$ cat src/rtl/multicycle_control.sv
// rtl/multicycle_control.sv - multicycle MIPS sequencer: fetch/decode/execute/memory/writeback FSM
module multicycle_control (
   input  logic       clk,
   input  logic       rst,
   input  logic [5:0] opcode,
   input  logic [5:0] funct,
   input  logic       zero,
   input  logic       memReady,
   output logic       pcWrite,
   output logic       irWrite,
   output logic       memRead,
   output logic       memWrite,
   output logic       regWrite,
   output logic [1:0] regDst,
   output logic [1:0] memToReg,
   output logic       aluSrcA,
   output logic [1:0] aluSrcB,
   output logic [2:0] aluOp,
   output logic [1:0] extType,
   output logic [1:0] pcSrc,
   output logic [3:0] state
);

   typedef enum logic [3:0] {
      FETCH  = 4'd0,
      DECODE = 4'd1,
      MEMADR = 4'd2,
      MEMRD  = 4'd3,
      MEMWB  = 4'd4,
      MEMWR  = 4'd5,
      EXEC   = 4'd6,
      ALUWB  = 4'd7,
      BRANCH = 4'd8,
      JUMP   = 4'd9,
      IEXEC  = 4'd10,
      IWB    = 4'd11
   } state_t;

   localparam logic [5:0] OP_RTYPE = 6'b000000;
   localparam logic [5:0] OP_LW    = 6'b100011;
   localparam logic [5:0] OP_SW    = 6'b101011;
   localparam logic [5:0] OP_BEQ   = 6'b000100;
   localparam logic [5:0] OP_ORI   = 6'b001101;
   localparam logic [5:0] OP_LUI   = 6'b001111;
   localparam logic [5:0] OP_J     = 6'b000010;
   localparam logic [5:0] OP_JAL   = 6'b000011;
   localparam logic [5:0] FN_JR    = 6'b001000;

   localparam logic [2:0] ALU_ADD = 3'b000;
   localparam logic [2:0] ALU_SUB = 3'b001;
   localparam logic [2:0] ALU_OR  = 3'b010;
   localparam logic [2:0] ALU_SLT = 3'b011;
   localparam logic [2:0] ALU_LUI = 3'b100;

   state_t curState;
   state_t nextState;
   logic   isJr;

   assign state = curState;
   assign isJr  = (opcode == OP_RTYPE) && (funct == FN_JR);

   // State register; reset aborts whatever instruction is in flight
   always_ff @(posedge clk) begin
      if (rst) curState <= FETCH;
      else     curState <= nextState;
   end

   // Next-state and control decode; all controls forced low while rst is high
   always_comb begin
      nextState = FETCH;
      pcWrite   = 1'b0;
      irWrite   = 1'b0;
      memRead   = 1'b0;
      memWrite  = 1'b0;
      regWrite  = 1'b0;
      regDst    = 2'b00;
      memToReg  = 2'b00;
      aluSrcA   = 1'b0;
      aluSrcB   = 2'b00;
      aluOp     = ALU_ADD;
      extType   = 2'b00;
      pcSrc     = 2'b00;
      case (curState)
         FETCH: begin
            memRead = 1'b1;
            aluSrcB = 2'b01;
            if (memReady) begin
               irWrite   = 1'b1;
               pcWrite   = 1'b1;
               nextState = DECODE;
            end else begin
               nextState = FETCH;
            end
         end
         DECODE: begin
            // Branch target computed speculatively into ALUOut
            aluSrcB = 2'b11;
            case (opcode)
               OP_RTYPE:      nextState = isJr ? JUMP : EXEC;
               OP_LW, OP_SW:  nextState = MEMADR;
               OP_BEQ:        nextState = BRANCH;
               OP_ORI, OP_LUI: nextState = IEXEC;
               OP_J, OP_JAL:  nextState = JUMP;
               default:       nextState = FETCH;
            endcase
         end
         MEMADR: begin
            aluSrcA = 1'b1;
            aluSrcB = 2'b10;
            if (opcode == OP_LW)      nextState = MEMRD;
            else if (opcode == OP_SW) nextState = MEMWR;
            else                      nextState = FETCH;
         end
         MEMRD: begin
            memRead   = 1'b1;
            nextState = memReady ? MEMWB : MEMRD;
         end
         MEMWB: begin
            regWrite = 1'b1;
            memToReg = 2'b01;
         end
         MEMWR: begin
            memWrite  = 1'b1;
            nextState = memReady ? FETCH : MEMWR;
         end
         EXEC: begin
            aluSrcA   = 1'b1;
            nextState = ALUWB;
            case (funct)
               6'b100011: aluOp = ALU_SUB;
               6'b100101: aluOp = ALU_OR;
               6'b101010: aluOp = ALU_SLT;
               default:   aluOp = ALU_ADD;
            endcase
         end
         ALUWB: begin
            regWrite = 1'b1;
            regDst   = 2'b01;
         end
         BRANCH: begin
            aluSrcA = 1'b1;
            aluOp   = ALU_SUB;
            pcSrc   = 2'b01;
            pcWrite = zero;
         end
         JUMP: begin
            pcWrite = 1'b1;
            pcSrc   = isJr ? 2'b11 : 2'b10;
            // jal links PC (already PC+4) into $31
            if (opcode == OP_JAL) begin
               regWrite = 1'b1;
               regDst   = 2'b10;
               memToReg = 2'b10;
            end
         end
         IEXEC: begin
            aluSrcA   = 1'b1;
            aluSrcB   = 2'b10;
            nextState = IWB;
            if (opcode == OP_ORI) begin
               extType = 2'b01;
               aluOp   = ALU_OR;
            end else begin
               aluOp   = ALU_LUI;
            end
         end
         IWB: begin
            regWrite = 1'b1;
         end
         default: nextState = FETCH;
      endcase
      if (rst) begin
         pcWrite  = 1'b0;
         irWrite  = 1'b0;
         memRead  = 1'b0;
         memWrite = 1'b0;
         regWrite = 1'b0;
         regDst   = 2'b00;
         memToReg = 2'b00;
         aluSrcA  = 1'b0;
         aluSrcB  = 2'b00;
         aluOp    = ALU_ADD;
         extType  = 2'b00;
         pcSrc    = 2'b00;
      end
   end

endmodule

$ cat config.mk
export PLATFORM = sky130hd
export DESIGN_NAME = multicycle_control
export DESIGN_NICKNAME = d
export VERILOG_FILES = /design/src/rtl/multicycle_control.sv
export SDC_FILE = /design/constraint.sdc
export NUM_CORES = 1
export LEC_CHECK = 0
export ABC_AREA = 1
export CORE_UTILIZATION = 40
export CTS_BUF_LIST = sky130_fd_sc_hd__clkbuf_4 sky130_fd_sc_hd__clkbuf_8
export CTS_CLUSTER_SIZE = 16
export DETAILED_ROUTE_END_ITERATION = 16
export PLACE_DENSITY = 0.91
export SYNTH_ARGS = -nofsm -noshare
export SYNTH_HDL_FRONTEND = slang
export SYNTH_SLANG_ARGS = --single-unit
$ cat constraint.sdc
create_clock -name clk -period 3.1 [get_ports clk]
set_clock_uncertainty 0.15 [all_clocks]
set_input_delay 0.465 -clock clk [delete_from_list [all_inputs] [get_ports clk]]
set_output_delay 0.465 -clock clk [all_outputs]
set_load 0.05 [all_outputs]
# After elaboration in Yosys (flattened, before gate mapping)
# Cells that the tools add are included.
[word_totals]
ff_bits = 4
wordCells = 72
[classes]
n_eq_ne = 22
n_mux = 39
n_reduce_logical = 10
[op_table]
columns = ["op", "n"]
rows = [
  ["$eq A6 B6 Y1 const B", 5],
  ["$pmux W4 S7", 1],
  ["$pmux W4 S5", 1],
  ["$eq A6 B4 Y1 const B", 3],
  ["$mux W3", 6],
  ["$eq A4 B3 Y1 const B", 4],
  ["$eq A4 B4 Y1 const B", 4],
  ["$mux W1", 16],
  ["$eq A6 B2 Y1 const B", 2],
  ["$mux W2", 6],
  ["$pmux W2 S2", 3],
  ["$pmux W2 S3", 2],
  ["$reduce_or A2 Y1", 5],
  ["$pmux W3 S3", 1],
  ["$eq A4 B2 Y1 const B", 2],
  ["$eq A6 B3 Y1 const B", 1],
  ["$logic_not A6 Y1", 1],
  ["$eq A4 B1 Y1 const B", 1],
  ["$logic_not A4 Y1", 1],
  ["$mux W4", 1],
  ["$reduce_or A4 Y1", 1],
  ["$pmux W1 S3", 1],
  ["$reduce_or A3 Y1", 1],
  ["$pmux W1 S2", 1],
  ["$logic_and A1 B1 Y1", 1],
]

# Logic depth before layout (Yosys ltp)
# Gate-level depths: netlist (run 1).
[logic_depth]
word_depth = 5
mapped_depth = 9
mapped_depth_nobuf = 9

# Worst setup path after synthesis (run 1)
# OpenSTA, ideal clock, no wires.
[synth_timing]
path_type = "reg2out"
startpoint = "register curState[3], in the netlist state[3]"
endpoint = "output port regWrite"
t_arrival_ns = 1.985
required_time_ns = 2.485
setup_slack_ns = 0.500
path_stages_with_launch = 7
path_cell_list = "dfxtp_1 inv_1 nor2_2 inv_2 nor2_4 nand2_1 o22ai_1"
[synth_via]
elab_chain_len = 4
elab_cells_between_ends = 7
cone_classes = "eq/ne: 4; mux: 2; reduce/logical: 1"
[synth_lines]
columns = ["element", "line_no", "text"]
rows = [
  ["from (decl)", "55", "state_t curState;"],
  ["from (signal assigned)", "65", "else curState <= nextState;"],
  ["$eq A4 B3 Y1 or $eq A4 B4 Y1 (tied branches)", "83", "case (curState)"],
  ["$reduce_or A3 Y1 (no source line)", "--", ""],
  ["$pmux W1 S2 *", "83", ""],
  ["$mux W1 *", "172", "if (rst) begin"],
  ["to (decl)", "13", "output logic regWrite,"],
]
# Mark *: on every way between the ends. The rest lies on a longest branch, timed or not.

# Worst setup path in the final report (run 1)
[layout_timing]
startpoint = "input port memReady"
endpoint = "output port irWrite"
[layout_via]
elab_chain_len = 3
[layout_lines]
columns = ["element", "line_no", "text"]
rows = [
  ["from (decl)", "8", "input logic memReady,"],
  ["$mux W1", "87", "if (memReady) begin"],
  ["$mux W1", "83", ""],
  ["$mux W1", "172", ""],
  ["to (decl)", "10", "output logic irWrite,"],
]
# Every way passes these cells.

==> results.txt, run 1 <==
* Total instance count after detailed placement: 186
* Type of the worst setup path: in2out
- Global-route wire length before repair: 3.11 mm
- Input and output buffers added on the ports amount to 37.
* CTS H-tree lvls: 1
* Max capacitance violation total: 0
- Area used by multi-input combinational logic: 514 um2
- The repair_antennas step left the layout with diodes totalling 0.
* Worst setup slack after placement: 386 ps
- Setup repair after global routing missed its margin: false
- Proportion of layout cells with a drive suffix above 1: 23.7%
- Hold WC Path Type: reg2reg
* Routability cong.: 0.802
- Number of stages on the worst setup path: 6
- The endpoint identified for the worst register-to-register timing path is state[0].
- The checks that failed: design-rule violations.
- Horizontal die dimension: 43.7 um
* Worst setup path endpoint: irWrite
- For this run, the number of Yosys warnings is 0.
- Total congestion overflow: 0
- Max Buffers Root-to-Sink: 2
* Number of buffers inserted during clock tree synthesis: 3
* TritonRoute pass-1 iters: 10
* Final-report hold violation count: 0
- Total global-route track usage: 20.7%
- Counting cells, the worst reg-to-reg path comes to 7.
* Startpoint of the worst register-to-register path: state[1]
- CTS Hold Buffers Added: 0
- Dividing the detail-routed via count by the number of cells gives 4.80.
* Reg2reg setup slack: 1760 ps
- Post-cts sizing count: 0
* DR DRC count: 3
* Post-Synthesis Mean Instance Area: 5.16 um2
- Layout net count: 191
- In this run the static leakage power is 0.535 nW.
* Sum of negative setup slack: 0 ps
* Largest fanout of any net on the critical path: 3
* Worst path top cell family by delay: buffers and inverters
* Min cycle time layout: 2710 ps
* Least setup slack across all paths after layout: 386 ps
- Flops & latches, synth: 4
- From synthesis to final layout, the design area changed by 56.7%.
- Filler Cells Inserted: 132
* Die outline area: 0.00191 mm2
- The number of slew-limit violations in the final report came to 0.
- At the pin with the least slew margin, the transition time is 503 ps.
- The synthesized netlist occupies a cell area of 697 um2.
- Data arrives at the worst endpoint at 2100 ps.
- Post-CTS setup buffers: 0
- Post-DP HPWL: 1.64 mm
* Final Util: 70.1%
- Cell count after synthesis: 135
* Final cell count without fillers: 189
- Crit path largest cell delay: 810 ps
- The register with the most flip-flops in the layout has 4 of them.
* Result of the run: complete, but fails checks
- Starting Density: 44.7%
- Timing would allow up to 0.368 GHz.
* Violation count after the first detailed-route iteration: 15
- Summed over all layers, the routed wires come to 1.92 mm.
* Most common cell after layout, fill and taps aside: sky130_fd_sc_hd__nor2_1
- The initial antenna violation count is 0.
- STA classifies the critical path startpoint as a primary input.
* Number of nets with antenna violations after routing: 0
- DR WL/cell: 10.2 um
- The cell sitting at the root of the clock tree is a sky130_fd_sc_hd__clkbuf_4.
- Number of standard-cell rows in the floorplan: 14
- Clock sinks: 4
* Commonest cells after routing, fill and taps aside: sky130_fd_sc_hd__nor2_1 (31), sky130_fd_sc_hd__nand2_1 (27), sky130_fd_sc_hd__inv_1 (20), sky130_fd_sc_hd__clkdlybuf4s50_1 (20), sky130_fd_sc_hd__buf_4 (14)
- Height of the die: 43.7 um
- When the netlist entered floorplanning its net count stood at 151.
- Via count: 908
- The slowest stage of the critical path is the sky130_fd_sc_hd__clkdlybuf4s50_1 cell.
- Sequential elements use 11.5% of the synthesized area.
* Clock transition at the registers of the reported paths: 40 ps
- Headroom to the max-slew limit: 66.4%
* Data required time at the worst endpoint: 2480 ps
- Clock latency on the worst-skew pair, taken at its later pin, is 230 ps.
* # setup viols final: 0
* Maximum number of pins on one net before global-route repair: 11
- Number of top-level pins: 39
* Pwr per Cell Area: 187 mW/mm2
- Worst setup path startpoint: memReady
* Buffer and inverter count on the worst path: 3
- The number of global-route vias before repair came to 775.
- The total area inside the core boundary comes to 0.00156 mm2.
* Critical Path End Type: output port
- Post-synth cell types: 24
- Area taken by flip-flops and latches: 80.1 um2
* Worst supply voltage drop on vdd: 0.000290 V
- The signal on the critical path passes through clkdlybuf4s50_1 -> nand2_1 -> nor2_1 -> inv_1 -> nor2_1 -> clkdlybuf4s50_1.
- Clock tree from TritonCTS: built
- The worst path uses 87.6% of the clock period.
## kinds of logic (layout without fill, tap and decap cells)
kind of cell,Yosys count,in the layout,share of synthesized area (%)
and+or+nand+nor,89,89,60.1
buffers and inverters,26,64,14.7
AOI/OAI and AO/OA,15,15,13.1
DFF,4,4,11.5
other,1,1,0.538
## report_power, final
group	switching, mW	total, mW	internal, mW
registers	0.00169	0.0546	0.0529
logic	0.0534	0.0877	0.0343
clock network	0.0191	0.0623	0.0432
total	0.0742	0.205	0.130
## worst min-delay path: stages, from the launching register on
cell,delay [ps]
sky130_fd_sc_hd__dfxtp_1,340
sky130_fd_sc_hd__inv_2,90
sky130_fd_sc_hd__nor2_2,50
sky130_fd_sc_hd__nand2_1,80
sky130_fd_sc_hd__a21oi_1,60
## stage by stage
| stage | hold WS, ps | cell area (um2) | power [mW] |
|---|---|---|---|
| 2_1_floorplan | 523 | 697 | 0.107 |
| 3_3_place_gp | 514 | 1070 | 0.141 |
| 3_5_place_dp | 516 | 1070 | 0.143 |
| 4_1_cts | 526 | 1090 | 0.207 |
| 5_1_grt | 574 | 1090 | 0.218 |
| 6_report | 531 | 1090 | 0.205 |
## Yosys cell counts
cell type	n	area share (%)
sky130_fd_sc_hd__nor2_1	31	17
sky130_fd_sc_hd__nor3_1	1	0.72
sky130_fd_sc_hd__conb_1	1	0.54
sky130_fd_sc_hd__nor2_4	4	6.5
sky130_fd_sc_hd__o31ai_1	1	1.1
sky130_fd_sc_hd__nand2_2	2	1.8
sky130_fd_sc_hd__inv_1	20	11
sky130_fd_sc_hd__nand4_1	3	2.7
sky130_fd_sc_hd__o21ai_0	3	2.2
sky130_fd_sc_hd__a21oi_1	5	3.6
sky130_fd_sc_hd__o21bai_1	1	1.1
sky130_fd_sc_hd__or2_2	1	0.90
sky130_fd_sc_hd__nor2_2	7	6.3
sky130_fd_sc_hd__nand3_2	1	1.4
sky130_fd_sc_hd__nand2_1	27	15
sky130_fd_sc_hd__buf_2	1	0.72
sky130_fd_sc_hd__nand3_1	12	8.6
sky130_fd_sc_hd__o22ai_1	1	0.90
sky130_fd_sc_hd__a21boi_2	1	1.6
sky130_fd_sc_hd__o21ai_1	2	1.4
sky130_fd_sc_hd__buf_4	1	1.1
sky130_fd_sc_hd__o21ai_2	1	1.3
sky130_fd_sc_hd__dfxtp_1	4	11
sky130_fd_sc_hd__inv_2	4	2.2
## metal layers
metal / track usage [%] / vias to the layer above / routed length [um]
met3: 1.25 / 0 / 88
met5: 0 / - / 0
li1: - / 497 / -
met2: 37.3 / 20 / 961
met1: 27.1 / 391 / 872
met4: 3.75 / 0 / 0
## worst min path at each step
stage,from,end,cells past startpoint
2_1_floorplan,opcode[3],state[1],3
3_3_place_gp,state[1],state[3],4
3_5_place_dp,state[1],state[3],4
4_1_cts,state[1],state[3],4
5_1_grt,state[1],state[3],4
6_report,state[1],state[3],4
## area by class of cell
type	instances	area share, %
multi-input cells	105	47.1
flip-flops and latches	4	7.33
inverters	24	8.25
repair buffers	37	33.4
well taps	16	1.83
clock buffers	3	2.06
Power figures use the tool's default switching activity.
==> run 2, diff against run 1 <==
--- a/config.mk
+++ b/config.mk
@@ -10,7 +10,9 @@
 export CTS_BUF_LIST = sky130_fd_sc_hd__clkbuf_4 sky130_fd_sc_hd__clkbuf_8
 export CTS_CLUSTER_SIZE = 16
 export DETAILED_ROUTE_END_ITERATION = 16
+export MAX_ROUTING_LAYER = met4
 export PLACE_DENSITY = 0.91
+export SLEW_MARGIN = 10
 export SYNTH_ARGS = -nofsm -noshare
 export SYNTH_HDL_FRONTEND = slang
 export SYNTH_SLANG_ARGS = --single-unit
==> results of run 2 <==
Same layout as run 1: the final DEF is identical, and so are final timing and power.
Main changes from that run: final weighted congestion in routability-driven placement 0.802 -> 0.813; overall routing resource usage 20.7% -> 21.3%
==> run 3, diff against run 2 <==
--- a/config.mk
+++ b/config.mk
@@ -6,12 +6,14 @@
 export NUM_CORES = 1
 export LEC_CHECK = 0
 export ABC_AREA = 1
+export CAP_MARGIN = 10
 export CORE_UTILIZATION = 40
 export CTS_BUF_LIST = sky130_fd_sc_hd__clkbuf_4 sky130_fd_sc_hd__clkbuf_8
 export CTS_CLUSTER_SIZE = 16
 export DETAILED_ROUTE_END_ITERATION = 16
+export DONT_BUFFER_PORTS = 1
 export MAX_ROUTING_LAYER = met4
-export PLACE_DENSITY = 0.91
+export PLACE_DENSITY = 0.62
 export SLEW_MARGIN = 10
 export SYNTH_ARGS = -nofsm -noshare
 export SYNTH_HDL_FRONTEND = slang
==> run 3 against run 2 <==
The run still ends with design-rule violations left. Final area shrank 22%. Hold slack lost 380 ps. Sequential share of layout area grew 2.0 points. Critical path type is now reg2out.
==> results.txt, run 3 (synthesized netlist as in run 1, its figures left out) <==
* Via count: 861 (was 908)
- Maximum number of pins on one net before global-route repair: 11 (unchanged)
- Worst setup slack after placement: 903 ps (was 386 ps)
- The multi-input combinational cell area was 514 um2 (unchanged).
- The area used by sequential logic in the layout came to 80.1 um2 (unchanged).
* Top routing layer in use: met3 (unchanged)
- Crit path largest cell delay: 710 ps (was 810 ps)
- Max Buffers Root-to-Sink: 2 (unchanged)
- The proportion of layout cells with a drive suffix above 1 is 26.8% (was 23.7%).
- Least setup slack across all paths after layout: 651 ps (was 386 ps)
- The type of the worst min-delay path is in2reg (was reg2reg).
* Sum of met2 wire segment lengths after detailed routing: 827 um (was 961 um)
- Headroom to the max-slew limit: 58.3% (was 66.4%)
* Total core area: 0.00156 mm2 (unchanged)
- Max capacitance violation total: 0 (unchanged)
* DR DRC count: 5 (was 3)
* Layout Area Growth over Synthesis: 22.6% (was 56.7%)
* Starting Density: 44.7% (unchanged)
* Data required time at the worst endpoint: 2480 ps (about the same)
- The final count of negative-setup-slack endpoints came to 0 (unchanged).
- Buffers added on ports: 0 (was 37)
* Met1 WL: 842 um (was 872 um)
- Initial antenna violation count: 0 (unchanged)
- The reg-to-reg setup timing slack came to 1430 ps (was 1760 ps).
- The flip-flop count of the largest register, all copies and words added was 4 (unchanged).
- Number of nets with antenna violations after routing: 0 (unchanged)
- Critical Path End Type: output port (unchanged)
* Filler Cells Inserted: 189 (was 132)
- Clock tree from TritonCTS: built (unchanged)
- The number of slew-limit violations in the final report was 0 (unchanged).
- The final number of hold-violating endpoints was 0 (unchanged).
* Die outline area: 0.00191 mm2 (unchanged)
- The final standard cell utilization of the core is 54.8% (was 70.1%).
* Number of buffers inserted during clock tree synthesis: 3 (unchanged)
- Post-CTS setup buffers: 0 (unchanged)
- Total global-route track usage: 22.1% (was 21.3%)
- Total wire length after detailed routing: 1.80 mm (was 1.92 mm)
- The standby leakage power was 0.450 nW (was 0.535 nW).
- The clock transition at the registers of the reported paths was 40 ps (about the same).
- Finished layout cell area: 855 um2 (was 0.00109 mm2)
* Result of the run: complete, but fails checks (unchanged)
- Kind of start point of the critical path: flop (was primary input)
* Clock sinks: 4 (unchanged)
- Number of top-level pins: 39 (unchanged)
- Post-cts sizing count: 0 (unchanged)
- Slowest cell on crit path: sky130_fd_sc_hd__dfxtp_1 (was sky130_fd_sc_hd__clkdlybuf4s50_1)
- Metal3 WL: 134 um (was 88 um)
- The commonest non-fill, non-tap cell in the layout is sky130_fd_sc_hd__nor2_1 (unchanged).
- Type of the worst setup path: reg2out (was in2out)
- The data arrival time of the critical path was 1830 ps (was 2100 ps).
- The cell area after placement came to 832 um2 (was 0.00107 mm2).
- The summed negative setup slack over all endpoints is 0 ps (unchanged).
- The number of H-tree levels was 1 (unchanged).
* Pwr per Cell Area: 210 mW/mm2 (was 187 mW/mm2)
- The number of nets in the layout is 171 (was 191).
- The clock tree root buffer cell is sky130_fd_sc_hd__clkbuf_4 (unchanged).
* CTS Hold Buffers Added: 0 (unchanged)
* Largest fanout of any net on the critical path: 5 (was 3)
- F_max: 0.408 GHz (was 0.368 GHz)
* Violations in the final reports: design-rule violations (unchanged)
- Number of antenna repair diodes: 0 (unchanged)
- Commonest cells after routing, fill and taps aside: sky130_fd_sc_hd__nor2_1 (31), sky130_fd_sc_hd__nand2_1 (27), sky130_fd_sc_hd__inv_1 (20) (was sky130_fd_sc_hd__nor2_1 (31), sky130_fd_sc_hd__nand2_1 (27), sky130_fd_sc_hd__inv_1 (20), sky130_fd_sc_hd__clkdlybuf4s50_1 (20), sky130_fd_sc_hd__buf_4 (14)).
- Horizontal die dimension: 43.7 um (unchanged)
- Routability cong.: 0.965 (was 0.813)
- The number of global-route vias before repair was 778 (was 775).
- The wire length per cell is 10.7 um (was 10.2 um).
- Setup repair after global routing missed its margin: false (unchanged)
- Worst supply voltage drop on vdd: 0.000201 V (was 0.000290 V)
* Violation count after the first detailed-route iteration: 29 (was 15)
* Height of the die: 43.7 um (unchanged)
- Routed via count divided by cell count: 5.09 (was 4.80)
- Transition at the pin with the smallest max-transition slack: 624 ps (was 503 ps)
- Post-DP HPWL: 1.53 mm (was 1.64 mm)
- The number of rows created at floorplan was 14 (unchanged).
* Min cycle time layout: 2450 ps (was 2710 ps)
- The dominant delay contributor by cell family on the critical path is flip-flops (was buffers and inverters).
- The sum of buffers and inverters on the critical path is 2 (was 3).
- Total congestion overflow: 0 (unchanged)
- Worst skew pair latency: 230 ps (about the same)
- Final critical-path share of the clock period: 79.0% (was 87.6%)
- TritonRoute pass-1 iters: 10 (unchanged)
* Global-route wire length before repair: 3.17 mm (was 3.11 mm)
- Cell-by-cell trace of the critical path: inv_1 -> nor2_2 -> nand2_1 -> nor2_1 -> o21ai_0 -> a21oi_1 -> buf_4 (was clkdlybuf4s50_1 -> nand2_1 -> nor2_1 -> inv_1 -> nor2_1 -> clkdlybuf4s50_1).
==> run 3: area by class of cell <==
type / count / area share [%]
sequential: 4 / 9.37
timing repair buffer: 17 / 14.9
clock buffer: 3 / 2.64
multi-input combinational: 105 / 60.2
tap: 16 / 2.34
inverter: 24 / 10.5
==> run 3: report_power, final <==
| part | switching, mW | leakage (nW) | internal, mW |
|---|---|---|---|
| registers | 0.000417 | 0.0325 | 0.0528 |
| clock network | 0.0203 | 0.0138 | 0.0432 |
| logic | 0.0460 | 0.404 | 0.0165 |
==> run 3: worst reg2reg max path, stage by stage (launching register included) <==
cell and delay, ps:
sky130_fd_sc_hd__dfxtp_1 710, sky130_fd_sc_hd__inv_1 110, sky130_fd_sc_hd__nor2_2 150, sky130_fd_sc_hd__nand2_1 110, sky130_fd_sc_hd__inv_1 100, sky130_fd_sc_hd__nor2_1 50, sky130_fd_sc_hd__o21ai_0 80, sky130_fd_sc_hd__nor2_1 70
sky130_fd_sc_hd__nor2_1 80
==> run 3: path summary, 6_finish.rpt <==
kind                                from        to  depth (start not counted)
worst max-delay path            state[2]  aluOp[0]                          7
worst min-delay path                 rst  state[2]                          1
worst max register to register  state[2]  state[2]                          8
worst min register to register  state[0]  state[3]                          4
==> run 3: stage by stage <==
step	total power [mW]	std cells	hold WS [ps]
after floorplan	0.107	135	523
after global placement	0.115	166	391
after detailed placement	0.116	166	393
after CTS	0.181	169	145
after global routing	0.196	169	130
final	0.179	169	149
==> run 3: metal layers <==
layer  GRT usage, %  up-vias
met2           34.9       36
li1               -      458
met3           5.42        0
met4           2.50        0
met5              -        -
met1           29.4      367
